[src/rtl/vx_fetch_pkg.sv]
// Shared types and default configuration for the out-of-order fetch front end.
package vx_fetch_pkg;

  function automatic int unsigned clog2_min1(input int unsigned n);
    return (n > 1) ? $clog2(n) : 1;
  endfunction

  localparam int unsigned DEF_NUM_WARPS       = 4;
  localparam int unsigned DEF_NUM_THREADS     = 4;
  localparam int unsigned DEF_PC_WIDTH        = 32;
  localparam int unsigned DEF_INSTR_WIDTH     = 32;
  localparam int unsigned DEF_MAX_OUTSTANDING = 4;
  localparam int unsigned DEF_RSP_BUF_DEPTH   = 2;
  localparam int unsigned DEF_WID_W           = clog2_min1(DEF_NUM_WARPS);
  localparam int unsigned DEF_TAG_W           = $clog2(DEF_MAX_OUTSTANDING);

  typedef struct packed {
    logic [DEF_WID_W-1:0]       wid;
    logic [DEF_NUM_THREADS-1:0] tmask;
    logic [DEF_PC_WIDTH-1:0]    pc;
    logic                       squash;
  } fetch_entry_t;

  typedef struct packed {
    logic [DEF_WID_W-1:0]       wid;
    logic [DEF_NUM_THREADS-1:0] tmask;
    logic [DEF_PC_WIDTH-1:0]    pc;
    logic [DEF_INSTR_WIDTH-1:0] instr;
  } fetch_rsp_t;

endpackage

[src/rtl/vx_fetch_if.sv]
// Fetch front-end bundle: scheduler request, icache request/response, decode response, flush.
// Defining FETCH_PERF_EN adds the performance counter outputs.
interface vx_fetch_if #(
  parameter int unsigned NUM_WARPS       = vx_fetch_pkg::DEF_NUM_WARPS,
  parameter int unsigned NUM_THREADS     = vx_fetch_pkg::DEF_NUM_THREADS,
  parameter int unsigned PC_WIDTH        = vx_fetch_pkg::DEF_PC_WIDTH,
  parameter int unsigned INSTR_WIDTH     = vx_fetch_pkg::DEF_INSTR_WIDTH,
  parameter int unsigned MAX_OUTSTANDING = vx_fetch_pkg::DEF_MAX_OUTSTANDING
);
  import vx_fetch_pkg::*;

  localparam int unsigned WID_W = clog2_min1(NUM_WARPS);
  localparam int unsigned TAG_W = $clog2(MAX_OUTSTANDING);

  logic                   req_valid;
  logic                   req_ready;
  logic [WID_W-1:0]       req_wid;
  logic [NUM_THREADS-1:0] req_tmask;
  logic [PC_WIDTH-1:0]    req_pc;

  logic                   icache_req_valid;
  logic                   icache_req_ready;
  logic [PC_WIDTH-1:0]    icache_req_addr;
  logic [TAG_W-1:0]       icache_req_tag;

  logic                   icache_rsp_valid;
  logic                   icache_rsp_ready;
  logic [INSTR_WIDTH-1:0] icache_rsp_data;
  logic [TAG_W-1:0]       icache_rsp_tag;

  logic                   rsp_valid;
  logic                   rsp_ready;
  logic [WID_W-1:0]       rsp_wid;
  logic [NUM_THREADS-1:0] rsp_tmask;
  logic [PC_WIDTH-1:0]    rsp_pc;
  logic [INSTR_WIDTH-1:0] rsp_instr;

  logic                   flush_valid;
  logic [WID_W-1:0]       flush_wid;
  logic                   busy;

`ifdef FETCH_PERF_EN
  logic [63:0]            perf_fetches;
  logic [63:0]            perf_stall_cycles;
  logic [31:0]            perf_squashed;
`endif

  // Fetch unit side.
  modport slave (
    input  req_valid, req_wid, req_tmask, req_pc,
    output req_ready,
    output icache_req_valid, icache_req_addr, icache_req_tag,
    input  icache_req_ready,
    input  icache_rsp_valid, icache_rsp_data, icache_rsp_tag,
    output icache_rsp_ready,
    output rsp_valid, rsp_wid, rsp_tmask, rsp_pc, rsp_instr,
    input  rsp_ready,
    input  flush_valid, flush_wid,
    output busy
`ifdef FETCH_PERF_EN
    , output perf_fetches, perf_stall_cycles, perf_squashed
`endif
  );

  // Scheduler / icache / decode side.
  modport master (
    output req_valid, req_wid, req_tmask, req_pc,
    input  req_ready,
    input  icache_req_valid, icache_req_addr, icache_req_tag,
    output icache_req_ready,
    output icache_rsp_valid, icache_rsp_data, icache_rsp_tag,
    input  icache_rsp_ready,
    input  rsp_valid, rsp_wid, rsp_tmask, rsp_pc, rsp_instr,
    output rsp_ready,
    output flush_valid, flush_wid,
    input  busy
`ifdef FETCH_PERF_EN
    , input perf_fetches, perf_stall_cycles, perf_squashed
`endif
  );

endinterface

[src/rtl/vx_fetch_rsp_fifo.sv]
// Compacting response FIFO: the head always sits in entry 0 so the output comes straight
// from flops; a per-warp purge drops matching entries and closes the gaps.
module vx_fetch_rsp_fifo #(
  parameter int unsigned DATA_W = 32,
  parameter int unsigned WID_W  = 2,
  parameter int unsigned DEPTH  = 2
) (
  input  logic              clk,
  input  logic              reset,
  input  logic              i_push,
  input  logic [WID_W-1:0]  i_push_wid,
  input  logic [DATA_W-1:0] i_push_data,
  input  logic              i_pop,
  input  logic              i_purge,
  input  logic [WID_W-1:0]  i_purge_wid,
  output logic              o_full,
  output logic              o_empty,
  output logic [DATA_W-1:0] o_head_data
);

  localparam int unsigned CNT_W = $clog2(DEPTH + 1);

  logic [CNT_W-1:0]  r_count;
  logic [CNT_W-1:0]  w_count_d;
  logic [WID_W-1:0]  r_wid    [DEPTH];
  logic [WID_W-1:0]  w_wid_d  [DEPTH];
  logic [DATA_W-1:0] r_data   [DEPTH];
  logic [DATA_W-1:0] w_data_d [DEPTH];

  // Survivors are packed towards entry 0 in order; the push lands after them.
  always_comb begin
    w_count_d = '0;
    for (int i = 0; i < DEPTH; i++) begin
      w_wid_d[i]  = '0;
      w_data_d[i] = '0;
    end
    for (int i = 0; i < DEPTH; i++) begin
      if ((CNT_W'(i) < r_count) && !((i == 0) && i_pop) &&
          !(i_purge && (r_wid[i] == i_purge_wid))) begin
        for (int j = 0; j < DEPTH; j++) begin
          if (CNT_W'(j) == w_count_d) begin
            w_wid_d[j]  = r_wid[i];
            w_data_d[j] = r_data[i];
          end
        end
        w_count_d = w_count_d + 1'b1;
      end
    end
    if (i_push && (w_count_d < CNT_W'(DEPTH))) begin
      for (int j = 0; j < DEPTH; j++) begin
        if (CNT_W'(j) == w_count_d) begin
          w_wid_d[j]  = i_push_wid;
          w_data_d[j] = i_push_data;
        end
      end
      w_count_d = w_count_d + 1'b1;
    end
  end

  always_ff @(posedge clk or posedge reset) begin
    if (reset) begin
      r_count <= '0;
      for (int i = 0; i < DEPTH; i++) begin
        r_wid[i]  <= '0;
        r_data[i] <= '0;
      end
    end else begin
      r_count <= w_count_d;
      r_wid   <= w_wid_d;
      r_data  <= w_data_d;
    end
  end

  assign o_full      = (r_count == CNT_W'(DEPTH));
  assign o_empty     = (r_count == '0);
  assign o_head_data = r_data[0];

endmodule

[src/rtl/vx_fetch_ooo.sv]
// Multi-warp fetch front end: tags fetches, accepts out-of-order icache responses, squashes
// per warp on flush and queues results to decode. FETCH_PERF_EN adds perf counters.
module vx_fetch_ooo
  import vx_fetch_pkg::*;
#(
  parameter int unsigned NUM_WARPS       = DEF_NUM_WARPS,
  parameter int unsigned NUM_THREADS     = DEF_NUM_THREADS,
  parameter int unsigned PC_WIDTH        = DEF_PC_WIDTH,
  parameter int unsigned INSTR_WIDTH     = DEF_INSTR_WIDTH,
  parameter int unsigned MAX_OUTSTANDING = DEF_MAX_OUTSTANDING,
  parameter int unsigned RSP_BUF_DEPTH   = DEF_RSP_BUF_DEPTH
) (
  input logic       clk,
  input logic       reset,
  vx_fetch_if.slave bus
);

  localparam int unsigned WID_W = clog2_min1(NUM_WARPS);
  localparam int unsigned TAG_W = $clog2(MAX_OUTSTANDING);
  localparam int unsigned RSP_W = WID_W + NUM_THREADS + PC_WIDTH + INSTR_WIDTH;

  typedef struct packed {
    logic [WID_W-1:0]       wid;
    logic [NUM_THREADS-1:0] tmask;
    logic [PC_WIDTH-1:0]    pc;
    logic                   squash;
  } entry_t;

  typedef struct packed {
    logic [WID_W-1:0]       wid;
    logic [NUM_THREADS-1:0] tmask;
    logic [PC_WIDTH-1:0]    pc;
    logic [INSTR_WIDTH-1:0] instr;
  } rsp_t;

  logic [MAX_OUTSTANDING-1:0] r_valid;
  logic [MAX_OUTSTANDING-1:0] w_valid_d;
  logic [MAX_OUTSTANDING-1:0] w_free;
  entry_t                     r_entry   [MAX_OUTSTANDING];
  entry_t                     w_entry_d [MAX_OUTSTANDING];
  entry_t                     w_rsp_entry;
  logic [TAG_W-1:0]           w_slot;
  logic                       w_any_free;
  logic                       w_req_fire;
  logic                       w_irsp_fire;
  logic                       w_tag_live;
  logic                       w_flush_hit;
  logic                       w_rsp_drop;
  logic                       w_push;
  logic                       w_pop;
  logic                       w_fifo_full;
  logic                       w_fifo_empty;
  rsp_t                       w_push_rsp;
  rsp_t                       w_head_rsp;

  // Free slots are taken from the registered valid bits, so a slot released this cycle
  // only becomes allocatable on the next one.
  assign w_free     = ~r_valid;
  assign w_any_free = |w_free;

  always_comb begin
    w_slot = '0;
    for (int i = MAX_OUTSTANDING - 1; i >= 0; i--) begin
      if (w_free[i]) w_slot = TAG_W'(i);
    end
  end

  assign bus.icache_req_valid = bus.req_valid & w_any_free;
  assign bus.req_ready        = bus.icache_req_ready & w_any_free;
  assign bus.icache_req_addr  = bus.req_pc;
  assign bus.icache_req_tag   = w_slot;
  assign w_req_fire           = bus.req_valid & bus.req_ready;

  assign w_rsp_entry          = r_entry[bus.icache_rsp_tag];
  assign w_tag_live           = r_valid[bus.icache_rsp_tag];
  assign bus.icache_rsp_ready = ~w_fifo_full | w_rsp_entry.squash;
  assign w_irsp_fire          = bus.icache_rsp_valid & bus.icache_rsp_ready;
  assign w_flush_hit          = bus.flush_valid & (w_rsp_entry.wid == bus.flush_wid);
  assign w_rsp_drop           = w_rsp_entry.squash | w_flush_hit;
  assign w_push               = w_irsp_fire & w_tag_live & ~w_rsp_drop;

  // Flush marks before allocation so a same-cycle allocation always starts unsquashed.
  always_comb begin
    w_valid_d = r_valid;
    w_entry_d = r_entry;
    if (bus.flush_valid) begin
      for (int i = 0; i < MAX_OUTSTANDING; i++) begin
        if (r_valid[i] && (r_entry[i].wid == bus.flush_wid)) w_entry_d[i].squash = 1'b1;
      end
    end
    if (w_irsp_fire && w_tag_live) w_valid_d[bus.icache_rsp_tag] = 1'b0;
    if (w_req_fire) begin
      w_valid_d[w_slot] = 1'b1;
      w_entry_d[w_slot] = '{wid: bus.req_wid, tmask: bus.req_tmask, pc: bus.req_pc,
                            squash: 1'b0};
    end
  end

  always_ff @(posedge clk or posedge reset) begin
    if (reset) begin
      r_valid <= '0;
      for (int i = 0; i < MAX_OUTSTANDING; i++) r_entry[i] <= '0;
    end else begin
      r_valid <= w_valid_d;
      r_entry <= w_entry_d;
    end
  end

  assign w_push_rsp = '{wid: w_rsp_entry.wid, tmask: w_rsp_entry.tmask, pc: w_rsp_entry.pc,
                        instr: bus.icache_rsp_data};
  assign w_pop      = ~w_fifo_empty & bus.rsp_ready;

  vx_fetch_rsp_fifo #(
    .DATA_W (RSP_W),
    .WID_W  (WID_W),
    .DEPTH  (RSP_BUF_DEPTH)
  ) u_rsp_fifo (
    .clk         (clk),
    .reset       (reset),
    .i_push      (w_push),
    .i_push_wid  (w_rsp_entry.wid),
    .i_push_data (w_push_rsp),
    .i_pop       (w_pop),
    .i_purge     (bus.flush_valid),
    .i_purge_wid (bus.flush_wid),
    .o_full      (w_fifo_full),
    .o_empty     (w_fifo_empty),
    .o_head_data (w_head_rsp)
  );

  assign bus.rsp_valid = ~w_fifo_empty;
  assign bus.rsp_wid   = w_head_rsp.wid;
  assign bus.rsp_tmask = w_head_rsp.tmask;
  assign bus.rsp_pc    = w_head_rsp.pc;
  assign bus.rsp_instr = w_head_rsp.instr;
  assign bus.busy      = (|r_valid) | ~w_fifo_empty;

`ifdef FETCH_PERF_EN
  logic [63:0] r_perf_fetches;
  logic [63:0] r_perf_stall;
  logic [31:0] r_perf_squashed;

  always_ff @(posedge clk or posedge reset) begin
    if (reset) begin
      r_perf_fetches  <= '0;
      r_perf_stall    <= '0;
      r_perf_squashed <= '0;
    end else begin
      if (w_pop && (r_perf_fetches != '1)) r_perf_fetches <= r_perf_fetches + 64'd1;
      if (bus.req_valid && !bus.req_ready && (r_perf_stall != '1)) begin
        r_perf_stall <= r_perf_stall + 64'd1;
      end
      if (w_irsp_fire && w_tag_live && w_rsp_drop && (r_perf_squashed != '1)) begin
        r_perf_squashed <= r_perf_squashed + 32'd1;
      end
    end
  end

  assign bus.perf_fetches      = r_perf_fetches;
  assign bus.perf_stall_cycles = r_perf_stall;
  assign bus.perf_squashed     = r_perf_squashed;
`endif

  a_rsp_tag_live: assert property (@(posedge clk) disable iff (reset) w_irsp_fire |-> w_tag_live)
    else $error("icache response for idle tag %0d", bus.icache_rsp_tag);

endmodule

[src/flat_wrapper.sv]
// flat-port wrapper written by rule: the top's interface ports become plain ports
module vx_fetch_ooo_flat import vx_fetch_pkg::*;
#(
  parameter int unsigned NUM_WARPS       = DEF_NUM_WARPS,
  parameter int unsigned NUM_THREADS     = DEF_NUM_THREADS,
  parameter int unsigned PC_WIDTH        = DEF_PC_WIDTH,
  parameter int unsigned INSTR_WIDTH     = DEF_INSTR_WIDTH,
  parameter int unsigned MAX_OUTSTANDING = DEF_MAX_OUTSTANDING,
  parameter int unsigned RSP_BUF_DEPTH   = DEF_RSP_BUF_DEPTH
)
  (clk, reset, bus_req_valid, bus_req_wid, bus_req_tmask, bus_req_pc, bus_req_ready, bus_icache_req_valid, bus_icache_req_addr, bus_icache_req_tag, bus_icache_req_ready, bus_icache_rsp_valid, bus_icache_rsp_data, bus_icache_rsp_tag, bus_icache_rsp_ready, bus_rsp_valid, bus_rsp_wid, bus_rsp_tmask, bus_rsp_pc, bus_rsp_instr, bus_rsp_ready, bus_flush_valid, bus_flush_wid, bus_busy);
  vx_fetch_if #(.NUM_WARPS(NUM_WARPS), .NUM_THREADS(NUM_THREADS), .PC_WIDTH(PC_WIDTH), .INSTR_WIDTH(INSTR_WIDTH), .MAX_OUTSTANDING(MAX_OUTSTANDING)) bus_i ();
  input logic clk;
  input logic reset;
  input wire logic [$bits(bus_i.req_valid)-1:0] bus_req_valid;
  input wire logic [$bits(bus_i.req_wid)-1:0] bus_req_wid;
  input wire logic [$bits(bus_i.req_tmask)-1:0] bus_req_tmask;
  input wire logic [$bits(bus_i.req_pc)-1:0] bus_req_pc;
  output wire logic [$bits(bus_i.req_ready)-1:0] bus_req_ready;
  output wire logic [$bits(bus_i.icache_req_valid)-1:0] bus_icache_req_valid;
  output wire logic [$bits(bus_i.icache_req_addr)-1:0] bus_icache_req_addr;
  output wire logic [$bits(bus_i.icache_req_tag)-1:0] bus_icache_req_tag;
  input wire logic [$bits(bus_i.icache_req_ready)-1:0] bus_icache_req_ready;
  input wire logic [$bits(bus_i.icache_rsp_valid)-1:0] bus_icache_rsp_valid;
  input wire logic [$bits(bus_i.icache_rsp_data)-1:0] bus_icache_rsp_data;
  input wire logic [$bits(bus_i.icache_rsp_tag)-1:0] bus_icache_rsp_tag;
  output wire logic [$bits(bus_i.icache_rsp_ready)-1:0] bus_icache_rsp_ready;
  output wire logic [$bits(bus_i.rsp_valid)-1:0] bus_rsp_valid;
  output wire logic [$bits(bus_i.rsp_wid)-1:0] bus_rsp_wid;
  output wire logic [$bits(bus_i.rsp_tmask)-1:0] bus_rsp_tmask;
  output wire logic [$bits(bus_i.rsp_pc)-1:0] bus_rsp_pc;
  output wire logic [$bits(bus_i.rsp_instr)-1:0] bus_rsp_instr;
  input wire logic [$bits(bus_i.rsp_ready)-1:0] bus_rsp_ready;
  input wire logic [$bits(bus_i.flush_valid)-1:0] bus_flush_valid;
  input wire logic [$bits(bus_i.flush_wid)-1:0] bus_flush_wid;
  output wire logic [$bits(bus_i.busy)-1:0] bus_busy;
  assign bus_i.req_valid = bus_req_valid;
  assign bus_i.req_wid = bus_req_wid;
  assign bus_i.req_tmask = bus_req_tmask;
  assign bus_i.req_pc = bus_req_pc;
  assign bus_req_ready = bus_i.req_ready;
  assign bus_icache_req_valid = bus_i.icache_req_valid;
  assign bus_icache_req_addr = bus_i.icache_req_addr;
  assign bus_icache_req_tag = bus_i.icache_req_tag;
  assign bus_i.icache_req_ready = bus_icache_req_ready;
  assign bus_i.icache_rsp_valid = bus_icache_rsp_valid;
  assign bus_i.icache_rsp_data = bus_icache_rsp_data;
  assign bus_i.icache_rsp_tag = bus_icache_rsp_tag;
  assign bus_icache_rsp_ready = bus_i.icache_rsp_ready;
  assign bus_rsp_valid = bus_i.rsp_valid;
  assign bus_rsp_wid = bus_i.rsp_wid;
  assign bus_rsp_tmask = bus_i.rsp_tmask;
  assign bus_rsp_pc = bus_i.rsp_pc;
  assign bus_rsp_instr = bus_i.rsp_instr;
  assign bus_i.rsp_ready = bus_rsp_ready;
  assign bus_i.flush_valid = bus_flush_valid;
  assign bus_i.flush_wid = bus_flush_wid;
  assign bus_busy = bus_i.busy;
  vx_fetch_ooo #(.NUM_WARPS(NUM_WARPS), .NUM_THREADS(NUM_THREADS), .PC_WIDTH(PC_WIDTH), .INSTR_WIDTH(INSTR_WIDTH), .MAX_OUTSTANDING(MAX_OUTSTANDING), .RSP_BUF_DEPTH(RSP_BUF_DEPTH)) u_core (.clk(clk), .reset(reset), .bus(bus_i));
endmodule
[config.mk]
export PLATFORM = sky130hd
export DESIGN_NAME = vx_fetch_ooo_flat
export DESIGN_NICKNAME = d
export VERILOG_FILES = /design/src/rtl/vx_fetch_pkg.sv /design/src/rtl/vx_fetch_if.sv /design/src/rtl/vx_fetch_rsp_fifo.sv /design/src/rtl/vx_fetch_ooo.sv /design/src/flat_wrapper.sv
export SDC_FILE = /design/constraint.sdc
export NUM_CORES = 1
export LEC_CHECK = 0
export BUFFER_PORTS_ARGS = -buffer_cell sky130_fd_sc_hd__buf_2
export CAP_MARGIN = 10
export CORE_MARGIN = 2
export CORE_UTILIZATION = 55
export DETAILED_ROUTE_END_ITERATION = 12
export GPL_TIMING_DRIVEN = 0
export MAX_ROUTING_LAYER = met4
export PLACE_DENSITY = 0.76
export SLEW_MARGIN = 20
export SYNTH_ARGS = -nofsm -noshare
export SYNTH_HDL_FRONTEND = slang
export SYNTH_SLANG_ARGS = --single-unit
[constraint.sdc]
create_clock -name clk -period 21.2 [get_ports clk]
set_input_delay 2.12 -clock clk [delete_from_list [all_inputs] [get_ports clk]]
set_output_delay 2.12 -clock clk [all_outputs]
set_load 0.05 [all_outputs]
==> qor.txt <==
status = finished, final reports clean
mux contribution to synthesized area = 0.242
main combinational cell family by area after synthesis = multiplexers
RSZ-0062 raised after global routing = false
Reg clk slew, reported paths = 0.06 ns
Design Area, Final = 0.0176 sq mm
Req. time, crit path = 19.08 ns
CP Data Arrival Time = 3.90 ns
global-route usage over all layers = 0.254
Top FF cell, synth = dfrtp_1
max cap viols = 0
PwrDens = 118 mW/mm^2
Logic pwr share = 0.307
WL/cell = 17.8 um
Worst Clk Skew = 0.0246 ns
vias per inst = 5.41
Initial Util = 0.559
Filler Cell Count = 2117
final hold vios = 0
Longest Clk Path Bufs = 3
crit-path max FO = 10
Setup crit end kind = primary output
Residual DRC = 0
area growth from synthesis to layout = 17.1%
Syn Nets = 1439
Slew headroom = 0.395
fin crit period = 6.02 ns
Static Leak = 8.79 nW
Final Core Density = 0.655
H-Tree Depth = 2
crit start category = input port
Final Max Slew Viols = 0
Hold Startpoint = u_core.r_entry[133]
Congestion Overflow GR = 0
top post-synthesis cells by area = dfrtp_1 51%, mux2i_1 12%, mux2_2 12%
vias in the first global route = 10862
Die ar. = 0.0287 sq mm
Worst-Skew Late Latency = 0.51 ns
Placement Cell Area = 0.0165 sq mm
Buffers on Ports = 188
Post-Synth XOR/XNOR Area = 0.00816
Reg2Reg Setup Slack = 18.20 ns
Site Rows = 60
YS warnings = 0
adder-cell share of the synthesized area = 0.00250
CTS tree = built
Hold Crit Endpoint = u_core.r_entry[133]
register area share after synthesis = 0.510
R2R Path Start = u_core.u_rsp_fifo.r_wid[1]
Cell Int Power = 1.39 mW
die width = 169 um
first-pass GRT wire length = 56500 um
post-place setup slack = 15.21 ns
DP Wirelength = 23700 um
Post-Syn Instances = 1355
CTS sink count = 306
Pre-Repair DR Iteration Count = 5
share of layout cells above drive strength 1 = 0.337
complex-gate fraction of the synthesized area = 0.0452
sw power = 683 uW
worst r2r path cells = 12
hold depth = 2
Total Routed Length = 34700 um
Via Count = 10542
Nets = 1666
FF+latch area = 0.00766 sq mm
Setup violations, final = 0
largest net degree at the start of global routing = 96
Synth Area in Simple Gates = 0.100
Core Box Area = 0.0269 sq mm
multi-input combinational cell area = 0.00598 sq mm
fmax = 166 MHz
post-synth top area share = 0.510
EDFF count, synth = 0
post-cts sizing count = 0
Die Y = 169 um
Critical R2R Capture = u_core.u_rsp_fifo.r_data[50]
Clock Root Buffer = clkbuf_16
TNS Setup = 0 ns
Ports = 190
Yosys cell types = 43
post-CTS setup buffers = 0
Final period util = 0.284
Antenna Nets Post-Route = 0
final worst slack = 15.18 ns
Sw Share = 0.330
flops & latches, synth = 306
asr flop ratio synth = 1.00
Reg power frac = 0.416
CTS buffer count = 34
crit path kind = input port to primary output
Routability Congestion = 0.853
worst-margin pin slew = 0.907 ns
1st-iter DRT viols = 740
initial antenna violation count = 2
post-synthesis cell area = 0.0150 sq mm
Yosys top cell by area = dfrtp_1
Max VDD drop = 0.0874 mV
worst min-delay path class = flop to flop
Clock power frac = 0.277
# hold bufs at CTS = 0
Mean Syn Cell Area = 11.1 sq um
[cell families after synthesis]
| kind of cell | after synthesis |
|---|---|
| mux | 341 |
| simple gates | 333 |
| flops | 306 |
| buf+inv | 233 |
| compound gates | 125 |
| xor+xnor | 14 |
| fa+ha+maj | 3 |
[cell type report]
class                   count  share of cell area
flip-flops and latches    306               0.435
repair buffers            191              0.0582
inverters                  41             0.00917
clock inverters             7             0.00235
multi-input cells         816               0.340
well taps                 341              0.0242
clock buffers              53              0.0604
plain buffers             192              0.0703
diodes                      2            0.000284
[synthesized netlist by cell type (all sizes together) (3+ instances only)]
library cell	instances
dfrtp	306
nand2	231
mux2i	185
mux2	154
buf	144
a21oi	72
and3	70
clkbuf	48
inv	41
o21ai	40
xnor2	12
nor2	10
a41oi	3
and2	3
ha	3
nand3	3
nand4	3
[power groups by stage]
stage / clock network (mW) / registers (mW) / logic [mW]
2_1_floorplan: 0 / 0.839 / 0.511
3_3_place_gp: 0 / 0.860 / 0.616
3_5_place_dp: 0 / 0.868 / 0.635
4_1_cts: 0.585 / 0.859 / 0.640
5_1_grt: 0.608 / 0.882 / 0.691
6_report: 0.573 / 0.861 / 0.637
[through the flow]
step	cells	total power, mW	hold WS [ns]
floorplan	1355	1.35	0.442
global placement	1884	1.48	0.453
detailed placement	1887	1.50	0.458
CTS	1947	2.08	0.472
global route	1949	2.18	0.489
finish	1949	2.07	0.468
[sequential cells by signal, indices dropped and copies added (netlist names)]
signal                         count
u_core.r_valid                     4
u_core.u_rsp_fifo.r_data          70
u_core.r_entry                   156
u_core.u_rsp_fifo.r_wid            4
u_core.u_rsp_fifo.r_count          2
u_core.u_rsp_fifo.o_head_data     70
[metal layers]
| layer | track usage | share of wire | wire, um | vias up |
|---|---|---|---|---|
| met5 | - | 0 | 0 | - |
| met4 | 0.0713 | 0.022 | 773 | 0 |
| met3 | 0.0364 | 0.052 | 1810 | 67 |
| met2 | 0.404 | 0.47 | 16300 | 305 |
| met1 | 0.345 | 0.46 | 15800 | 5213 |
| li1 | - | - | - | 4957 |
[worst max-delay path by stage]
stage / start / depth (start not counted) / endpoint
2_1_floorplan: reset / 1 / u_core.r_entry[0]
3_3_place_gp: reset / 2 / u_core.r_entry[92]
3_5_place_dp: bus_icache_rsp_tag[0] / 6 / bus_icache_rsp_ready
4_1_cts: bus_icache_rsp_tag[0] / 6 / bus_icache_rsp_ready
5_1_grt: bus_icache_rsp_tag[0] / 6 / bus_icache_rsp_ready
6_report: bus_icache_rsp_tag[0] / 6 / bus_icache_rsp_ready
[critical path, stage by stage]
cell	delay, ns
buf_2	0.12
buf_2	0.24
mux4_2	0.59
nor3_1	0.43
inv_1	0.14
buf_2	0.25
[cell usage in the layout, fill, tap and decap left out, types with 35 or more instances in the layout]
| cell | Yosys | routed |
|---|---|---|
| o21ai_0 | 40 | 40 |
| inv_1 | 40 | 39 |
| mux2i_1 | 185 | 185 |
| mux2_2 | 154 | 154 |
| clkbuf_1 | 48 | 54 |
| and3_1 | 70 | 70 |
| buf_2 | 11 | 199 |
| dfrtp_1 | 306 | 306 |
| clkbuf_16 | 0 | 35 |
| a21oi_1 | 72 | 72 |
| nand2_1 | 231 | 231 |
| buf_4 | 106 | 106 |
Power figures use the tool's default switching activity.
